--- src/rtl/pe_array_pkg.sv ---
// Shared constants and index helpers for the weight-stationary PE array.
// Widths derive from the array parameters so that every file agrees on slicing.
package pe_array_pkg;

    function automatic int result_width(input int data_width, input int weight_width);
        return data_width + weight_width;
    endfunction

    function automatic int kernel_dim(input int kernel_size);
        return kernel_size * kernel_size;
    endfunction

    // Row-major position of PE(r,c); also the slice index into weight_array.
    function automatic int pe_idx(input int r, input int c, input int kernel_size);
        return r * kernel_size + c;
    endfunction

endpackage

--- src/rtl/pe_array_cell.sv ---
// One processing element: weight register, data forward register and MAC partial-sum register.
// The MAC always uses the weight held before the current edge, so a reload affects the next edge.
module pe_cell
    import pe_array_pkg::*;
#(
    parameter int WEIGHT_WIDTH = 1,
    parameter int DATA_WIDTH   = 8,
    parameter int RESULT_WIDTH = result_width(DATA_WIDTH, WEIGHT_WIDTH)
) (
    input  logic                    clk,
    input  logic                    rstn,
    input  logic                    load_weight,
    input  logic [WEIGHT_WIDTH-1:0] new_weight,
    input  logic [DATA_WIDTH-1:0]   data_feed,
    input  logic [RESULT_WIDTH-1:0] psum_feed,
    output logic [DATA_WIDTH-1:0]   data_fwd,
    output logic [RESULT_WIDTH-1:0] psum
);

    logic [WEIGHT_WIDTH-1:0] weight;
    logic [RESULT_WIDTH-1:0] product;
    logic [RESULT_WIDTH-1:0] data_ext;
    logic [RESULT_WIDTH-1:0] weight_ext;

    assign data_ext   = RESULT_WIDTH'(data_feed);
    assign weight_ext = RESULT_WIDTH'(weight);
    // Unsigned product fits exactly in DATA_WIDTH+WEIGHT_WIDTH bits; the sum wraps.
    assign product    = data_ext * weight_ext;

    always_ff @(posedge clk or negedge rstn) begin
        if (!rstn) begin
            weight   <= '0;
            data_fwd <= '0;
            psum     <= '0;
        end else begin
            if (load_weight) begin
                weight <= new_weight;
            end
            data_fwd <= data_feed;
            psum     <= psum_feed + product;
        end
    end

endmodule

--- src/rtl/pe_array.sv ---
// KERNEL_SIZE x KERNEL_SIZE weight-stationary systolic MAC grid; data and partial sums move down
// each column and the bottom row yields one accumulated result per column.
module pe_array
    import pe_array_pkg::*;
#(
    parameter int WEIGHT_WIDTH = 1,
    parameter int DATA_WIDTH   = 8,
    parameter int KERNEL_SIZE  = 2
) (
    input  logic                                        clk,
    input  logic                                        rstn,
    input  logic [WEIGHT_WIDTH*kernel_dim(KERNEL_SIZE)-1:0] weight_array,
    input  logic                                        wr_weight_en,
    input  logic [DATA_WIDTH*kernel_dim(KERNEL_SIZE)-1:0]   dataIn,
    input  logic                                        wr_dataIn_en,
    output logic                                        wr_weight_done,
    output logic                                        pe_array_done,
    output logic [result_width(DATA_WIDTH, WEIGHT_WIDTH)*KERNEL_SIZE-1:0] dataOut
);

    localparam int KERNEL_DIM   = kernel_dim(KERNEL_SIZE);
    localparam int RESULT_WIDTH = result_width(DATA_WIDTH, WEIGHT_WIDTH);

    logic [DATA_WIDTH-1:0]   data_feed [KERNEL_SIZE][KERNEL_SIZE];
    logic [DATA_WIDTH-1:0]   data_fwd  [KERNEL_SIZE][KERNEL_SIZE];
    logic [RESULT_WIDTH-1:0] psum_feed [KERNEL_SIZE][KERNEL_SIZE];
    logic [RESULT_WIDTH-1:0] psum      [KERNEL_SIZE][KERNEL_SIZE];
    logic [KERNEL_SIZE-1:0]  valid;

    genvar gi, gj;
    generate
        for (gi = 0; gi < KERNEL_SIZE; gi++) begin : g_row
            for (gj = 0; gj < KERNEL_SIZE; gj++) begin : g_col
                if (gi == 0) begin : g_top
                    // Top row re-feeds its own register when no new word arrives, so it holds.
                    assign data_feed[gi][gj] = wr_dataIn_en ? dataIn[gj*DATA_WIDTH +: DATA_WIDTH]
                                                            : data_fwd[gi][gj];
                    assign psum_feed[gi][gj] = '0;
                end else begin : g_inner
                    assign data_feed[gi][gj] = data_fwd[gi-1][gj];
                    assign psum_feed[gi][gj] = psum[gi-1][gj];
                end

                pe_cell #(
                    .WEIGHT_WIDTH (WEIGHT_WIDTH),
                    .DATA_WIDTH   (DATA_WIDTH),
                    .RESULT_WIDTH (RESULT_WIDTH)
                ) u_cell (
                    .clk         (clk),
                    .rstn        (rstn),
                    .load_weight (wr_weight_en),
                    .new_weight  (weight_array[pe_idx(gi, gj, KERNEL_SIZE)*WEIGHT_WIDTH +: WEIGHT_WIDTH]),
                    .data_feed   (data_feed[gi][gj]),
                    .psum_feed   (psum_feed[gi][gj]),
                    .data_fwd    (data_fwd[gi][gj]),
                    .psum        (psum[gi][gj])
                );
            end
        end

        for (gj = 0; gj < KERNEL_SIZE; gj++) begin : g_out
            assign dataOut[gj*RESULT_WIDTH +: RESULT_WIDTH] = psum[KERNEL_SIZE-1][gj];
        end

        if (KERNEL_DIM > KERNEL_SIZE) begin : g_reserved
            logic unused_data_bits;
            assign unused_data_bits = ^dataIn[DATA_WIDTH*KERNEL_DIM-1:DATA_WIDTH*KERNEL_SIZE];
        end
    endgenerate

    // Valid uses the done flag from before this edge, so a same-edge load does not validate data.
    always_ff @(posedge clk or negedge rstn) begin
        if (!rstn) begin
            wr_weight_done <= 1'b0;
            valid          <= '0;
        end else begin
            if (wr_weight_en) begin
                wr_weight_done <= 1'b1;
            end
            valid[0] <= wr_dataIn_en & wr_weight_done;
            for (int i = 1; i < KERNEL_SIZE; i++) begin
                valid[i] <= valid[i-1];
            end
        end
    end

    assign pe_array_done = valid[KERNEL_SIZE-1];

endmodule

--- config.mk ---
export PLATFORM = sky130hd
export DESIGN_NAME = pe_array
export DESIGN_NICKNAME = d
export VERILOG_FILES = /design/src/rtl/pe_array_pkg.sv /design/src/rtl/pe_array_cell.sv /design/src/rtl/pe_array.sv
export SDC_FILE = /design/constraint.sdc
export NUM_CORES = 1
export LEC_CHECK = 0
export CAP_MARGIN = 30
export CORE_MARGIN = 4
export CORE_UTILIZATION = 45
export CTS_CLUSTER_SIZE = 20
export DETAILED_ROUTE_END_ITERATION = 7
export PLACE_DENSITY = 0.72
export SYNTH_ARGS = -nofsm -noshare
export SYNTH_HDL_FRONTEND = slang
export SYNTH_SLANG_ARGS = --single-unit
--- constraint.sdc ---
create_clock -name clk -period 2.25 [get_ports clk]
set_input_delay 0.5625 -clock clk [delete_from_list [all_inputs] [get_ports clk]]
set_output_delay 0.5625 -clock clk [all_outputs]
set_load 0.02 [all_outputs]
### Yosys cells after proc, flatten, opt, wreduce, memory -nomap -nowiden

Cells that the tools add are included.

* flip-flop bits (word level): 59
* bits of input ports: 40
* output and inout bits: 20
* logic and storage cells: 21

* add/subtract/negate cells: 2
* multipliers: 4
* multiplexer cells: 2
* bitwise operators: 1

Operators with widths (count)
* $mul 8x1->9: 4
* $add 9x9->9: 2
* $mux 8: 2
* $and 1x1->1: 1

### Logic depth before layout (Yosys ltp)

* depth after elaboration: 2
* mapped depth: 7

### Modules after synthesis

From an unflattened synthesis, not the netlist that was laid out.

* cell total of the unflattened synthesis: 292
* area, all modules: 3726.1 um^2

By module, submodules not included
* pe_cell: times used 4, cells each 67, area an instance 847.1 um^2, sequential area each 450.4 um^2
* pe_array: times used 1, cells each 24, area an instance 337.8 um^2, sequential area each 75.1 um^2

### Worst setup path before layout

Ideal clock, no wire load.

* path type: register to register
* start: register g_row[1].g_col[0].u_cell.weight
* end: register g_row[1].g_col[0].u_cell.psum[5]
* setup time: 0.126 ns
* data arrival time: 1.562 ns
* data required time: 2.124 ns
* slack: 0.562 ns
* stages on the path, launching flop included: 6
* clock period less this slack: 1.688 ns
* cell sequence: dfrtp_1 -> and2_1 -> ha_1 -> inv_2 -> a311o_1 -> a311o_1

* word-level cells in the longest chain between the ends: 2

Ends and longest elaborated chain
* start, declared: line pe_array_cell.sv:20 `logic [WEIGHT_WIDTH-1:0] weight;`
* start signal, assigned: line pe_array_cell.sv:37 `weight <= new_weight;`
* $mul 8x1->9: line pe_array_cell.sv:28 `assign product = data_ext * weight_ext;`
* $add 9x9->9: line pe_array_cell.sv:40 `psum <= psum_feed + product;`
* end signal, assigned: line pe_array_cell.sv:40
* end, declared: line pe_array_cell.sv:17 `output logic [RESULT_WIDTH-1:0] psum`

Every way passes these cells.
A chain may end at the register's enable or synchronous reset.

### Final worst setup path

Ends and elaborated chain as after synthesis.

==> out/results.txt <==
status = finished clean
nets = 307
PnR Total Power = 2780 uW
Post-Synthesis Cells = 195
Avg Inst Size Synth = 13.2 um2
maximum vdd drop = 418 uV
DRT Pass-1 Iters = 4
diode count = 0
DRT iter0 DRCs = 107
CTS Buffer Depth = 2
critical-path maximum fanout = 9
GRT Resource Usage Total = 14.3%
sequential fraction of the synthesis area = 55.6%
PD cells = 849 nW/um2
cell taking the most area after synthesis = dfrtp_1
top-area cell type share of the netlist area = 55.6%
top post-synthesis cells by area = dfrtp_1 56%, and2_1 8.0%, ha_1 7.8%
Initial Util = 46.6%
syn_nets = 253
Fmax = 517 MHz
Tmin final = 1.94 ns
Slew @ Worst Pin = 0.522 ns
CTS Sinks = 57
Setup crit start = g_row[1].g_col[0].u_cell.weight$_DFFE_PN0P_
Adder-Cell Fraction of Synth Area = 9.37%
initial antenna violation count = 0
Pins Over Slew Limit = 0
complex-gate fraction of the synthesized area = 7.85%
grt ovf = 0
count of cell types in the netlist = 34
Async SR Flop Fraction = 100%
clk_lat worst skew = 0.33 ns
Leak Pwr = 0.00150 uW
total number of vias = 1622
first-pass GRT wire length = 7810 um
pre-CTS WS = 0.343 ns
worst hold margin = 0.203 ns
Site Rows = 27
DR DRC count = 0
Synth Area in XOR/XNOR = 2.73%
Port Buffers = 43
Crit. End Element = flop
io pins = 60
synth-to-layout area growth = 27.8%
setup bufs post-CTS = 0
#FFs+latches synth = 57
die footprint = 6970 um2
setup ws final = 0.314 ns
largest net degree at the start of global routing = 37
CP arrival = 2.14 ns
mapped cell area = 2560 um2
Post-synth EDFFs = 0
RSZ-0062 raised after global routing = no
Synthesis Warnings = 0
placed cells = 310
top-count cell post-synth = dfrtp_1
setup TNS = 0 ns
HP Class = input port to asynchronous set/reset pin
CP startpoint kind = flop
post-route insts no fill = 326
CTS tree = yes
Die X-Extent = 83.5 um
Clk pin slew, worst setup/hold paths = 0.06 ns
ANT nets after route = 0
FF-to-FF Start = g_row[1].g_col[0].u_cell.weight$_DFFE_PN0P_
fin crit share = 86.0%
CTS Buf Count = 9
most frequent cells after synthesis = 57 x dfrtp_1, 33 x and2_1, 16 x ha_1
CP Data Required Time = 2.46 ns
Setup Viol. Count Final = 0
mux cell area share after synthesis = 10.0%
final hold violations = 0
drt via density = 4.98
routability cong. = 0.853
Primary FF master, synth = dfrtp_1
Post-Route Skew = 0.00897 ns
CORE AREA = 5510 um2
Post-Synth Simple-Gate Area = 12.8%
Wirelength per Cell = 13.9 um
critical path type = flop to flop
vias in the first global route = 1665
Die Ht = 83.5 um
dpl hpwl = 3290 um
Routed WL = 4530 um
CTS root buffer = clkbuf_8
Rel. slew slack = 65.2%
cts repair resizes = 0
share of cells above drive strength 1 = 16.5%
hold_buf cts = 0
max-cap violations = 0
largest family of logic cells by synthesized area = simple AND/OR/NAND/NOR gates
H-tree depth = 3
per-stage QoR:
step                utilization, %  instance area (um2)
floorplan                        -                 2560
global placement              56.3                 3100
detailed placement            56.3                 3100
CTS                           59.5                 3280
global route                  59.5                 3280
finish                        59.5                 3280
flip-flops by register name (all words and copies together), names as in the netlist:
register / flops
wr_weight_done: 1
valid: 2
g_row.g_col.u_cell.psum: 34
g_row.g_col.u_cell.data_fwd: 16
g_row.g_col.u_cell.weight: 4
worst paths after layout:
kind / end / slack (ns) / cells after the start
setup / recovery: g_row[1].g_col[0].u_cell.psum[5]$_DFF_PN0_ / 0.31 / 6
setup reg to reg: g_row[1].g_col[0].u_cell.psum[5]$_DFF_PN0_ / 0.31 / 6
max in group asynchronous: g_row[1].g_col[1].u_cell.psum[6]$_DFF_PN0_ / 1.48 / 2
min in group clk: valid[1]$_DFF_PN0_ / 0.37 / 0
hold reg to reg: valid[1]$_DFF_PN0_ / 0.37 / 0
hold / removal: g_row[0].g_col[0].u_cell.psum[3]$_DFF_PN0_ / 0.20 / 1
metal layers:
metal  up-vias  track usage, %  share of wire (%)
met5         -               0                  0
met4         0            5.26                1.2
met3         4            5.03                6.1
met2        46            21.6                 46
met1       782            18.9                 47
li1        790               -                  -
kinds of logic after synthesis:
logic type,after synthesis
compound gates,27
xor+xnor,8
fa+ha+maj,18
buf+inv,8
flops,57
mux,21
simple gates,56
critical path, cell delays in order, from the launching register on:
cell and delay [ns]:
dfrtp_1 0.48, and2_1 0.19, ha_1 0.35, nand3_1 0.14, a21oi_1 0.23, nor4_1 0.08
a311o_1 0.34
power breakdown:
part | switching, uW | leakage (uW) | internal, uW
registers | 62.5 | 0.000694 | 1170
clock network | 372 | 0.0000867 | 459
logic | 347 | 0.000718 | 368
total | 782 | 0.00150 | 2000
area by class of cell:
class	count	area, um2
Sequential cell	57	1430
Clock buffer	14	163
Tap cell	72	90.1
Multi-Input combinational cell	130	1100
Fill cell	467	2230
Timing Repair Buffer	45	465
Inverter	6	22.5
Clock inverter	2	12.5
layout by cell type, fill, tap and decap left out, types with 2 or more instances in the layout:
cell and instances:
a21o_1 4, a21oi_1 10, a311o_1 4, and2_1 33, buf_12 2, clkbuf_1 3
clkbuf_8 11, clkdlybuf4s50_1 42, dfrtp_1 57, fa_1 2, ha_1 16, inv_1 5
mux2_2 14, mux2_4 6, nand2_1 5, nand3_1 4, nor2b_1 3, nor3_1 3
nor4_1 2, o21ai_1 2, o21bai_1 2, xnor2_1 4, xor2_1 4
Note: power is estimated with default switching activity, not from simulation.
